`src/rtl/fetch_stage.sv`:
```
// Instruction fetch stage: PC register, single-request instruction memory port,
// one-entry hold buffer and the IF/ID pipeline register, with stall and redirect handling.
module fetch_stage #(
  parameter logic [31:0] RESET_PC = 32'h0040_0000
) (
  input  logic        clk,
  input  logic        reset,
  input  logic        PC_disenabler_i,
  input  logic        IFID_disenabler_i,
  input  logic        branch_taken_i,
  input  logic [31:0] branch_target_i,
  input  logic        imem_ready_i,
  input  logic [31:0] imem_rdata_i,
  output logic        imem_req_o,
  output logic [31:0] imem_addr_o,
  output logic [31:0] pc_o,
  output logic [31:0] instr_IFID_o,
  output logic [31:0] pc4_IFID_o,
  output logic        valid_IFID_o,
  output logic        fetch_busy_o
);

  typedef enum logic [1:0] {S_RESET, S_FETCH, S_KILL, S_FULL} state_t;

  state_t      state_q, state_d;
  logic [31:0] pc_q, pc_d;
  logic [31:0] instr_q, instr_d;
  logic [31:0] pc4_q, pc4_d;
  logic        valid_q, valid_d;
  logic [31:0] pend_q, pend_d;
  logic [31:0] buf_q, buf_d;

  logic        stall;
  logic        redirect;
  logic [31:0] pc_plus4;
  logic [31:0] target;

  assign stall    = PC_disenabler_i | IFID_disenabler_i;
  assign redirect = branch_taken_i & ~stall;
  assign pc_plus4 = pc_q + 32'd4;
  assign target   = branch_target_i & ~32'd3;

  always_comb begin
    state_d = state_q;
    pc_d    = pc_q;
    instr_d = instr_q;
    pc4_d   = pc4_q;
    valid_d = valid_q;
    pend_d  = pend_q;
    buf_d   = buf_q;

    case (state_q)
      S_RESET: begin
        state_d = S_FETCH;
        if (redirect) begin
          pc_d    = target;
          instr_d = 32'd0;
          valid_d = 1'b0;
        end
      end

      S_FETCH: begin
        if (imem_ready_i) begin
          if (stall) begin
            buf_d   = imem_rdata_i;
            state_d = S_FULL;
          end else if (redirect) begin
            pc_d    = target;
            instr_d = 32'd0;
            valid_d = 1'b0;
          end else begin
            instr_d = imem_rdata_i;
            pc4_d   = pc_plus4;
            valid_d = 1'b1;
            pc_d    = pc_plus4;
          end
        end else if (redirect) begin
          // The outstanding request must complete at its original address first.
          pend_d  = target;
          instr_d = 32'd0;
          valid_d = 1'b0;
          state_d = S_KILL;
        end else if (!stall) begin
          instr_d = 32'd0;
          valid_d = 1'b0;
        end
      end

      S_KILL: begin
        instr_d = 32'd0;
        valid_d = 1'b0;
        if (redirect) pend_d = target;
        if (imem_ready_i) begin
          pc_d    = redirect ? target : pend_q;
          state_d = S_FETCH;
        end
      end

      S_FULL: begin
        if (redirect) begin
          pc_d    = target;
          instr_d = 32'd0;
          valid_d = 1'b0;
          state_d = S_FETCH;
        end else if (!stall) begin
          instr_d = buf_q;
          pc4_d   = pc_plus4;
          valid_d = 1'b1;
          pc_d    = pc_plus4;
          state_d = S_FETCH;
        end
      end

      default: state_d = S_RESET;
    endcase
  end

  always_ff @(posedge clk) begin
    if (reset) begin
      state_q <= S_RESET;
      pc_q    <= RESET_PC;
      instr_q <= 32'd0;
      pc4_q   <= 32'd0;
      valid_q <= 1'b0;
      pend_q  <= 32'd0;
      buf_q   <= 32'd0;
    end else begin
      state_q <= state_d;
      pc_q    <= pc_d;
      instr_q <= instr_d;
      pc4_q   <= pc4_d;
      valid_q <= valid_d;
      pend_q  <= pend_d;
      buf_q   <= buf_d;
    end
  end

  // Reset masks the request immediately so an abandoned fetch is not re-issued.
  assign imem_req_o   = ~reset & ((state_q == S_FETCH) | (state_q == S_KILL));
  assign fetch_busy_o = imem_req_o & ~imem_ready_i;
  assign imem_addr_o  = pc_q;
  assign pc_o         = pc_q;
  assign instr_IFID_o = instr_q;
  assign pc4_IFID_o   = pc4_q;
  assign valid_IFID_o = valid_q;

endmodule

```
`config.mk`:
```
export PLATFORM = sky130hd
export DESIGN_NAME = fetch_stage
export DESIGN_NICKNAME = d
export VERILOG_FILES = /design/src/rtl/fetch_stage.sv
export SDC_FILE = /design/constraint.sdc
export NUM_CORES = 1
export LEC_CHECK = 0
export BUFFER_PORTS_ARGS = -buffer_cell sky130_fd_sc_hd__buf_4
export CORE_MARGIN = 2
export CORE_UTILIZATION = 53
export CTS_CLUSTER_DIAMETER = 60
export DETAILED_ROUTE_END_ITERATION = 10
export PLACE_DENSITY = 0.86
export SETUP_SLACK_MARGIN = 0.2
export SLEW_MARGIN = 20
export SYNTH_ARGS = -nofsm -noshare
export SYNTH_HDL_FRONTEND = slang
export SYNTH_SLANG_ARGS = --single-unit
```
`constraint.sdc`:
```
create_clock -name clk -period 3.6 [get_ports clk]
set_clock_uncertainty 0.1 [all_clocks]
set_input_delay 0.72 -clock clk [delete_from_list [all_inputs] [get_ports clk]]
set_output_delay 0.72 -clock clk [all_outputs]
set_load 0.02 [all_outputs]
```
==> results of run 1 <==
[logic make-up (layout without fill, tap and decap cells)]
family	count (synthesis)	in the layout	share of synthesized area
AND/OR/NAND/NOR	346	346	0.1960
AO/OA/AOI/OAI	294	294	0.2569
adder cells (fa/ha/maj)	5	5	0.008013
multiplexers	11	11	0.01474
buffers and inverters	122	262	0.07612
flip-flops	163	163	0.4179
XOR/XNOR	27	27	0.03029
[worst min-delay path: cells and delay by family (launching register included)]
kind | cells | cell delay (ns)
flops | 1 | 0.31
compound gates | 1 | 0.05
simple gates | 1 | 0.05
[power by group]
| part | internal, uW | switching (uW) |
|---|---|---|
| registers | 2010 | 242 |
| logic | 731 | 1130 |
| clock network | 980 | 776 |
| total | 3720 | 2150 |
[layer usage]
metal,global-route usage,up-vias,share of wire
met3,0.06461,53,0.10
met2,0.4223,446,0.45
met4,0.1007,0,0.021
met1,0.3943,3598,0.42
met5,0,-,0
li1,-,3703,-
[metrics by stage]
stage	setup slack, ns	hold slack, ns
after floorplan	0.8134	0.3319
after global placement	0.5540	0.3378
after detailed placement	0.5314	0.3452
after CTS	0.5344	0.3544
after global routing	0.3482	0.3654
final	0.4853	0.3527
[cell usage in the layout (no fill, tap or decap), types with 5 or more instances in the layout]
| master | count |
|---|---|
| mux2i_1 | 7 |
| a221oi_1 | 10 |
| and2_1 | 6 |
| ha_1 | 5 |
| nand2_1 | 158 |
| buf_4 | 215 |
| a21oi_1 | 81 |
| xor2_1 | 9 |
| nand4_1 | 7 |
| nor2_1 | 101 |
| o2bb2ai_1 | 6 |
| o21ai_0 | 30 |
| nand3_1 | 15 |
| o32ai_1 | 7 |
| a22oi_1 | 35 |
| inv_1 | 12 |
| o31ai_1 | 5 |
| inv_6 | 5 |
| nor4_1 | 10 |
| nand2b_1 | 6 |
| a221o_1 | 7 |
| dfxtp_1 | 163 |
| xnor2_1 | 18 |
| a211oi_1 | 62 |
| and3_1 | 7 |
| nor3_1 | 8 |
| nor2b_1 | 5 |
| o211ai_1 | 5 |
| o31a_1 | 6 |
| a31oi_1 | 7 |
| clkbuf_16 | 17 |
[cell type report]
class	count	area (um2)
clock buffers	19	442.9
clock inverters	13	123.9
fillers	1217	4745
inverters	13	48.80
multi-input cells	683	3971
flip-flops and latches	163	3263
well taps	184	230.2
repair buffers	217	1654
[sequential cells by signal, summed over array words and instances, names as in the netlist]
signal and cells:
imem_addr_o 32, instr_IFID_o 32, valid_IFID_o 1, pc4_IFID_o 32, state_q 2, buf_q 32
pend_q 32
[worst max-delay path by stage]
stage / from / endpoint / slack [ns] / cells after the start
6_report: state_q[0] / imem_addr_o[24] / 0.49 / 9
2_1_floorplan: imem_addr_o[10] / imem_addr_o[29] / 0.81 / 7
3_3_place_gp: state_q[0] / imem_addr_o[24] / 0.55 / 9
5_1_grt: state_q[0] / imem_addr_o[24] / 0.35 / 9
4_1_cts: state_q[0] / imem_addr_o[31] / 0.53 / 9
3_5_place_dp: state_q[0] / imem_addr_o[31] / 0.53 / 9
==> results.yml, run 1 <==
logic_synthesis:
  synth_ff_type: "dfxtp_1"
  postSynthAreaPerCell_um2: 8.066
  yosysMostFrequentCell: "dfxtp_1"
  netlist_area_mm2: 0.007807
  synth_cell_type_count: 60
  synth_top_area_share: 0.4179
  netlist.top_cell.by_area: "dfxtp_1"
  synthesis.nets: 1043
  ys_seq_area_frac: 0.4179
  yosys_warnings: 0
  ys_top_cells_by_area: "dfxtp_1 42%, nand2_1 7.6%, a211oi_1 6.0%"
  synth_enable_flop_cells: 0
  synthTopCellsByCount: "163 x dfxtp_1, 158 x nand2_1, 102 x nor2_1"
  ys_ff_latch: 163
  async_flop_share: 0
  netlist_instances: 968
final_layout:
  postLayoutCellArea_mm2: 0.009734
  synthToLayoutAreaGrowth_pct: 24.68
  insertedDiodeCount: 0
  fin_cells: 1292
  final_nets: 1170
  drive_above_1_share: 0.2437
  utilization: 0.6723
grt:
  gr-usage-all-layers: 0.2802
  grt_pass1_wl_mm: 35.87
  antenna_found_initial: 0
  first_global_vias: 6877
  grt.overflow.total: 0
  grt_start_max_net_pins: 128
clock_tree:
  cts_made_buffers: 17
  h-tree-depth: 4
  cts_setup_buffers: 0
  cts.clk_slew.worst_paths_ns: 0.06
  ctsResizeCount: 0
  cts_root_buf: "clkbuf_16"
  cts.path.max_buffers: 2
  clock_sinks: 163
  cts_hold_buf: 0
  clk_latency_ns: 0.43
  cts_tree: "yes"
timing:
  relSlewSlack: 0.4222
  hold_viol_final: 0
  tightest_slew_ns: 0.8588
  final_max_slew_viol_count: 0
  max_freq_mhz: 321.1
  finalCritPeriodShare: 0.8652
  finalSetupViolCount: 0
  fin_crit_ns: 3.115
  tns_ns: 0
  rsz0062_at_grt: "false"
critical_path:
  cp-end-kind: "flip-flop"
  cp_slowest_stage_delay_ns: 0.61
  arrival_ns: 3.33
  crit_path_top_delay_cell: "or3_1"
  criticalPathCategory: "flip-flop to flip-flop"
  reg2reg_to: "imem_addr_o[24]"
  start_kind: "flip-flop"
  r2r_slack_ns: 0.49
  rr_worst_depth: 9
  critPathRequiredTime_ns: 3.81
  cp_max_fo: 13
  timing.rr.start: "state_q[0]"
  cp_common_cell: "buf_4"
  path_cells: "inv_1, ha_1, buf_4, nor2b_1, or3_1, buf_4, nand2_1, o21ai_0, a221o_1"
  critPathBufInv: 3
  critPathTopFamily: "simple AND/OR/NAND/NOR gates"
hold_path:
  min_to: "buf_q[20]"
  min_from: "buf_q[20]"
  hp-class: "flip-flop to flip-flop"
  min_path_cells: 2
die:
  rows: 44
  die_h_um: 125.4
  ios: 201
  die_w_um: 125.4
  initial_utilization: 0.5392
  core_area_mm2: 0.01448
  fp.dieArea_mm2: 0.01572
detailed_routing:
  vias: 7800
  first_iter_violations: 913
  drt_pre_antenna_iters: 8
  ant_nets: 0
  drt-total-wl_mm: 22.65
  drc_errors: 0
  wl_per_cell_um: 17.53
  vias_per_cell: 6.037
placed_design:
  dp_hpwl_mm: 15.26
  routabilityCongestion: 0.9222
  place.port_buffers: 198
  dpl.cell_count: 1260
  post_dp_cell_area_mm2: 0.009168
power:
  ir_worst_vdd_mv: 0.3891
  p_per_area_mw_per_mm2: 603.7
  finalPower_uw: 5877
  leakage_uw: 0.003676
status:
  outcome: "finished, final reports clean"
job:
  cap_violations: 0
(Power assumes the default switching activity.)
==> run 2: changes to the inputs <==
--- a/config.mk
+++ b/config.mk
@@ -10,7 +10,7 @@
 export CORE_UTILIZATION = 53
 export CTS_CLUSTER_DIAMETER = 60
 export DETAILED_ROUTE_END_ITERATION = 10
-export PLACE_DENSITY = 0.86
+export PLACE_DENSITY = 0.81
 export SETUP_SLACK_MARGIN = 0.2
 export SLEW_MARGIN = 20
 export SYNTH_ARGS = -nofsm -noshare
==> results.yml, run 2 (synthesized netlist as in run 1, its figures left out) <==
critical_path:
  rr_worst_depth: 8
  cp_slowest_stage_delay_ns: 0.47
  crit_path_start: "state_q[1]"
  cp_max_fo: 54
  worstSetupEndpoint: "pc4_IFID_o[18]"
  start_kind: "flip-flop"
  critPathRequiredTime_ns: 3.82
  cp-end-kind: "flip-flop"
  path_cells: "inv_1, ha_1, or2_2, nand2_1, nor3_2, buf_4, nor2_1, a311oi_1"
  timing.rr.start: "state_q[1]"
  crit_path_top_delay_cell: "buf_4"
  criticalPathCategory: "flip-flop to flip-flop"
  reg2reg_to: "pc4_IFID_o[18]"
  r2r_slack_ns: 0.58
  arrival_ns: 3.24
final_layout:
  drive_above_1_share: 0.2459
  final_common_cell: "buf_4"
  final_nets: 1172
  fillerInstances: 1233
  synthToLayoutAreaGrowth_pct: 26.63
  multiInputGateArea_mm2: 0.003971
  seq_area_mm2: 0.003263
  insertedDiodeCount: 0
  final_cell_mix: "219 x buf_4, 163 x dfxtp_1, 158 x nand2_1"
  fin_cells: 1294
  postLayoutCellArea_mm2: 0.009887
timing:
  hold_ws_ns: 0.3528
  finalSetupViolCount: 0
  hold_viol_final: 0
  tns_ns: 0
  tightest_slew_ns: 0.8473
  final_max_slew_viol_count: 0
  relSlewSlack: 0.4299
  rsz0062_at_grt: "false"
  fin_crit_ns: 3.017
  max_freq_mhz: 331.5
  finalCritPeriodShare: 0.8380
placed_design:
  post_dp_cell_area_mm2: 0.009158
  dp_hpwl_mm: 15.17
  dpl.cell_count: 1262
  place.port_buffers: 198
  routabilityCongestion: 0.9415
clock_tree:
  cts_setup_buffers: 0
  cts.clk_slew.worst_paths_ns: 0.06
  cts_tree: "yes"
  cts.path.max_buffers: 2
  cts_made_buffers: 17
  clk_latency_ns: 0.43
  cts_root_buf: "clkbuf_16"
  clock_sinks: 163
  h-tree-depth: 4
  cts_hold_buf: 0
  ctsResizeCount: 0
power:
  ir_worst_vdd_mv: 0.3792
  leakage_uw: 0.003765
  p_per_area_mw_per_mm2: 639.5
die:
  fp.dieArea_mm2: 0.01572
  die_w_um: 125.4
  rows: 44
  ios: 201
  initial_utilization: 0.5392
  core_area_mm2: 0.01448
  die_h_um: 125.4
detailed_routing:
  drt_pre_antenna_iters: 8
  wl_per_cell_um: 17.28
  ant_nets: 0
  drc_errors: 0
  vias: 7593
  first_iter_violations: 793
  drt-total-wl_mm: 22.36
  vias_per_cell: 5.868
grt:
  first_global_vias: 6710
  grt.overflow.total: 0
  grt_pass1_wl_mm: 35.49
  grt_start_max_net_pins: 69
  gr-usage-all-layers: 0.2778
  antenna_found_initial: 0
job:
  cap_violations: 0
hold_path:
  hp-class: "flip-flop to flip-flop"
status:
  outcome: "finished, final reports clean"
run 2: cell types whose count changed in the layout (fill, tap and decap cells not counted), sizes merged:
cell,previous run,this run
inv,17,13
clkinvlp,3,0
bufinv,1,8
buf,217,219
run 2: power breakdown:
part | total, uW | leakage (uW) | internal, uW | switching (uW)
Combinational | 1860 | 0.00208 | 732 | 1130
Clock | 2210 | 0.000358 | 1480 | 734
Sequential | 2250 | 0.00133 | 2010 | 233
Total | 6320 | 0.00377 | 4230 | 2100
run 2: worst max-delay path: cells and delay by family, from the launching register on:
family | cells | cell delay (ns)
AOI/OAI and AO/OA | 1 | 0.27
adders and majority gates | 1 | 0.44
buffers and inverters | 2 | 0.56
DFF | 1 | 0.34
and+or+nand+nor | 4 | 1.18
run 2: worst min-delay path by stage:
stage | from | to | slack, ns | cells past startpoint
after floorplan | pend_q[31] | pend_q[31] | 0.33 | 2
after global placement | pend_q[31] | pend_q[31] | 0.34 | 2
after detailed placement | pend_q[26] | pend_q[26] | 0.34 | 2
after CTS | pend_q[6] | pend_q[6] | 0.35 | 2
after global routing | buf_q[16] | buf_q[16] | 0.37 | 2
final | pend_q[6] | pend_q[6] | 0.35 | 2
run 2: routing by layer:
layer | global-route usage | part of all wire
met5 | 0 | 0
met4 | 0.07712 | 0.015
met3 | 0.07873 | 0.10
met2 | 0.4159 | 0.44
met1 | 0.3936 | 0.44
run 2: per-stage QoR:
| stage | util | total power (uW) | setup slack [ns] |
|---|---|---|---|
| CTS | 0.6829 | 6319 | 0.6691 |
| global placement | 0.6325 | 4081 | 0.7303 |
| global route | 0.6829 | 6598 | 0.2955 |
| floorplan | - | 3442 | 0.8134 |
| finish | 0.6829 | 6322 | 0.5833 |
| detailed placement | 0.6325 | 4109 | 0.6954 |
run 2: layout make-up:
| cell class | count | area share |
|---|---|---|
| clock buffers | 19 | 0.04581 |
| clock inverters | 13 | 0.02797 |
| inverters | 13 | 0.004935 |
| multi-input cells | 683 | 0.4017 |
| flip-flops and latches | 163 | 0.3300 |
| well taps | 184 | 0.02329 |
| repair buffers | 219 | 0.1663 |
==> run 3: changes to the inputs <==
--- a/config.mk
+++ b/config.mk
@@ -5,12 +5,13 @@
 export SDC_FILE = /design/constraint.sdc
 export NUM_CORES = 1
 export LEC_CHECK = 0
+export ABC_AREA = 1
 export BUFFER_PORTS_ARGS = -buffer_cell sky130_fd_sc_hd__buf_4
 export CORE_MARGIN = 2
-export CORE_UTILIZATION = 53
+export CORE_UTILIZATION = 54
 export CTS_CLUSTER_DIAMETER = 60
 export DETAILED_ROUTE_END_ITERATION = 10
-export PLACE_DENSITY = 0.81
+export PLACE_DENSITY = 0.82
 export SETUP_SLACK_MARGIN = 0.2
 export SLEW_MARGIN = 20
 export SYNTH_ARGS = -nofsm -noshare
==> constraint.sdc (replaced) <==
create_clock -name clk -period 3.14 [get_ports clk]
set_clock_uncertainty 0.1 [all_clocks]
set_input_delay 0.628 -clock clk [delete_from_list [all_inputs] [get_ports clk]]
set_output_delay 0.628 -clock clk [all_outputs]
set_load 0.02 [all_outputs]
==> results.yml, run 3 <==
timing:
  finalWorstSetupSlack_ns: 0.4912
  max_freq_mhz: 377.5
  tns_ns: 0
  finalCritPeriodShare: 0.8436
  hold_viol_final: 0
  rsz0062_at_grt: "false"
  finalSetupViolCount: 0
  fin_crit_ns: 2.649
  relSlewSlack: 0.5865
  tightest_slew_ns: 0.6188
  final_max_slew_viol_count: 0
clock_tree:
  clk_latency_ns: 0.43
  cts_tree: "yes"
  cts_setup_buffers: 0
  cts_hold_buf: 0
  cts_root_buf: "clkbuf_16"
  clock_sinks: 163
  h-tree-depth: 4
  cts.path.max_buffers: 2
  cts.clk_slew.worst_paths_ns: 0.06
  cts_made_buffers: 17
  ctsResizeCount: 0
critical_path:
  worstSetupEndpoint: "pc4_IFID_o[27]"
  crit_path_start: "state_q[1]"
  cp-end-kind: "flip-flop"
  cp_slowest_stage_delay_ns: 0.41
  cp_max_fo: 48
  cp_common_cell: "inv_1"
  r2r_slack_ns: 0.49
  start_kind: "flip-flop"
  critPathRequiredTime_ns: 3.41
  timing.rr.start: "state_q[1]"
  crit_path_top_delay_cell: "buf_4"
  arrival_ns: 2.92
  criticalPathCategory: "flip-flop to flip-flop"
  rr_worst_depth: 11
  reg2reg_to: "pc4_IFID_o[27]"
  path_cells: "inv_1, ha_1, nor2_2, nor2_4, nand3_2, inv_1, buf_4, nor2_1, nor2_1, o21ai_0, inv_1"
grt:
  gr-usage-all-layers: 0.2818
  busiest_layer: "met2"
  first_global_vias: 7543
  grt.overflow.total: 0
  gr-usage-met1: 0.3710
  grt_pass1_wl_mm: 37.12
  met3_usage: 0.06200
  grtUsageMet2: 0.4617
  grt_start_max_net_pins: 52
  antenna_found_initial: 0
detailed_routing:
  ant_nets: 0
  drt_pre_antenna_iters: 6
  first_iter_violations: 619
  drt-total-wl_mm: 22.66
  wl_per_cell_um: 14.50
  drc_errors: 0
  vias: 8408
  vias_per_cell: 5.379
logic_synthesis:
  netlist_instances: 1237
  synth_cell_type_count: 37
  netlist.top_cell.by_area: "dfxtp_1"
  ys_seq_area_frac: 0.3998
  synth_top_area_share: 0.3998
  synth_enable_flop_cells: 0
  synth_ff_type: "dfxtp_1"
  synthesis.nets: 1312
  yosysMostFrequentCell: "nand2_1"
  synthTopCellsByCount: "338 x nand2_1, 163 x dfxtp_1, 152 x o21ai_0"
  async_flop_share: 0
  ys_top_cells_by_area: "dfxtp_1 40%, nand2_1 16%, o21ai_0 9.3%"
  postSynthAreaPerCell_um2: 6.598
  ys_ff_latch: 163
  yosys_warnings: 0
  netlist_area_mm2: 0.008162
final_layout:
  final_cell_mix: "338 x nand2_1, 213 x buf_4, 163 x dfxtp_1"
  drive_above_1_share: 0.1922
  seq_area_mm2: 0.003263
  synthToLayoutAreaGrowth_pct: 23.39
  fillerInstances: 1326
  insertedDiodeCount: 0
  postLayoutCellArea_mm2: 0.01007
  multiInputGateArea_mm2: 0.003979
  final_common_cell: "nand2_1"
  final_nets: 1441
die:
  core_area_mm2: 0.01464
  ios: 201
  rows: 44
  die_w_um: 126.9
  initial_utilization: 0.5573
  fp.dieArea_mm2: 0.01611
  die_h_um: 126.9
power:
  leakage_uw: 0.004518
  clockPowerShare: 0.309
  ir_worst_vdd_mv: 0.4667
  sw_frac_of_total: 0.3635
  p_sw_uw: 2411
  seqPwrFrac: 0.384
  comb_power_share: 0.307
  p_per_area_mw_per_mm2: 658.5
  p_int_uw: 4221
placed_design:
  pre_cts_ws_ns: 0.4104
  routabilityCongestion: 0.9131
  place.port_buffers: 198
  dp_hpwl_mm: 15.72
  post_dp_cell_area_mm2: 0.009482
job:
  cap_violations: 0
hold_path:
  hp-class: "primary input to flip-flop"
status:
  outcome: "finished, final reports clean"
[run 3: cell types whose count changed in the layout (fill, tap and decap cells not counted), moves of 10 or more]
cell	delta
inv_1	+80
nand3_1	+25
a22oi_1	-35
a211oi_1	-61
nor4_1	-10
nand2_1	+180
nor2_1	+27
a21oi_1	+59
xnor2_1	-15
nand3b_1	+13
a221oi_1	-10
o21ai_0	+122
[run 3: metal layers]
| layer | share of wire | vias up | wire length [um] |
|---|---|---|---|
| li1 | - | 4232 | - |
| met1 | 0.43 | 3765 | 9680 |
| met2 | 0.47 | 374 | 10650 |
| met3 | 0.082 | 37 | 1858 |
| met4 | 0.021 | 0 | 473 |
| met5 | 0 | - | 0 |
[run 3: worst min path at each step]
stage	startpoint	to	slack (ns)	cells past startpoint
floorplan	pend_q[0]	pend_q[0]	0.33	2
global route	branch_target_i[10]	pend_q[10]	0.34	3
detailed placement	pend_q[0]	pend_q[0]	0.34	2
finish	branch_target_i[10]	pend_q[10]	0.34	3
global placement	pend_q[1]	pend_q[1]	0.33	2
CTS	branch_target_i[10]	pend_q[10]	0.33	3
[run 3: cell families (layout without fill, tap and decap cells)]
group                    after synthesis  after routing  share of synthesized area
XOR/XNOR                               8              8                   0.008585
flip-flops                           163            163                     0.3998
AND/OR/NAND/NOR                      540            540                     0.2674
buffers and inverters                203            345                     0.1141
AO/OA/AOI/OAI                        318            318                     0.2025
adder cells (fa/ha/maj)                5              5                   0.007665
[run 3: cell type report]
type | count | share of cell area
clock buffers | 22 | 0.04907
clock inverters | 10 | 0.009442
inverters | 98 | 0.03677
multi-input cells | 871 | 0.3951
flip-flops and latches | 163 | 0.3240
well taps | 184 | 0.02286
repair buffers | 215 | 0.1628
[run 3: power by group through the flow]
stage	Sequential, uW	Combinational, uW	Clock (uW)
CTS	2540	2030	2080
global route	2570	2240	2170
detailed placement	2580	2020	0
global placement	2570	2000	0
finish	2540	2040	2050
floorplan	2670	1270	0
[run 3: stage by stage]
step	hold WS (ns)	instances	utilization	total power [uW]
after floorplan	0.3253	1237	-	3942
final	0.3403	1563	0.6877	6632
after global routing	0.3370	1563	0.6877	6978
after CTS	0.3272	1563	0.6877	6646
after detailed placement	0.3387	1531	0.6475	4598
after global placement	0.3319	1531	0.6475	4565
[run 3: critical path, delay by kind of cell, from the launching register on]
family	cells	cell delay (ns)
simple gates	5	1.09
flops	1	0.33
buf+inv	4	0.69
compound gates	1	0.09
fa+ha+maj	1	0.26
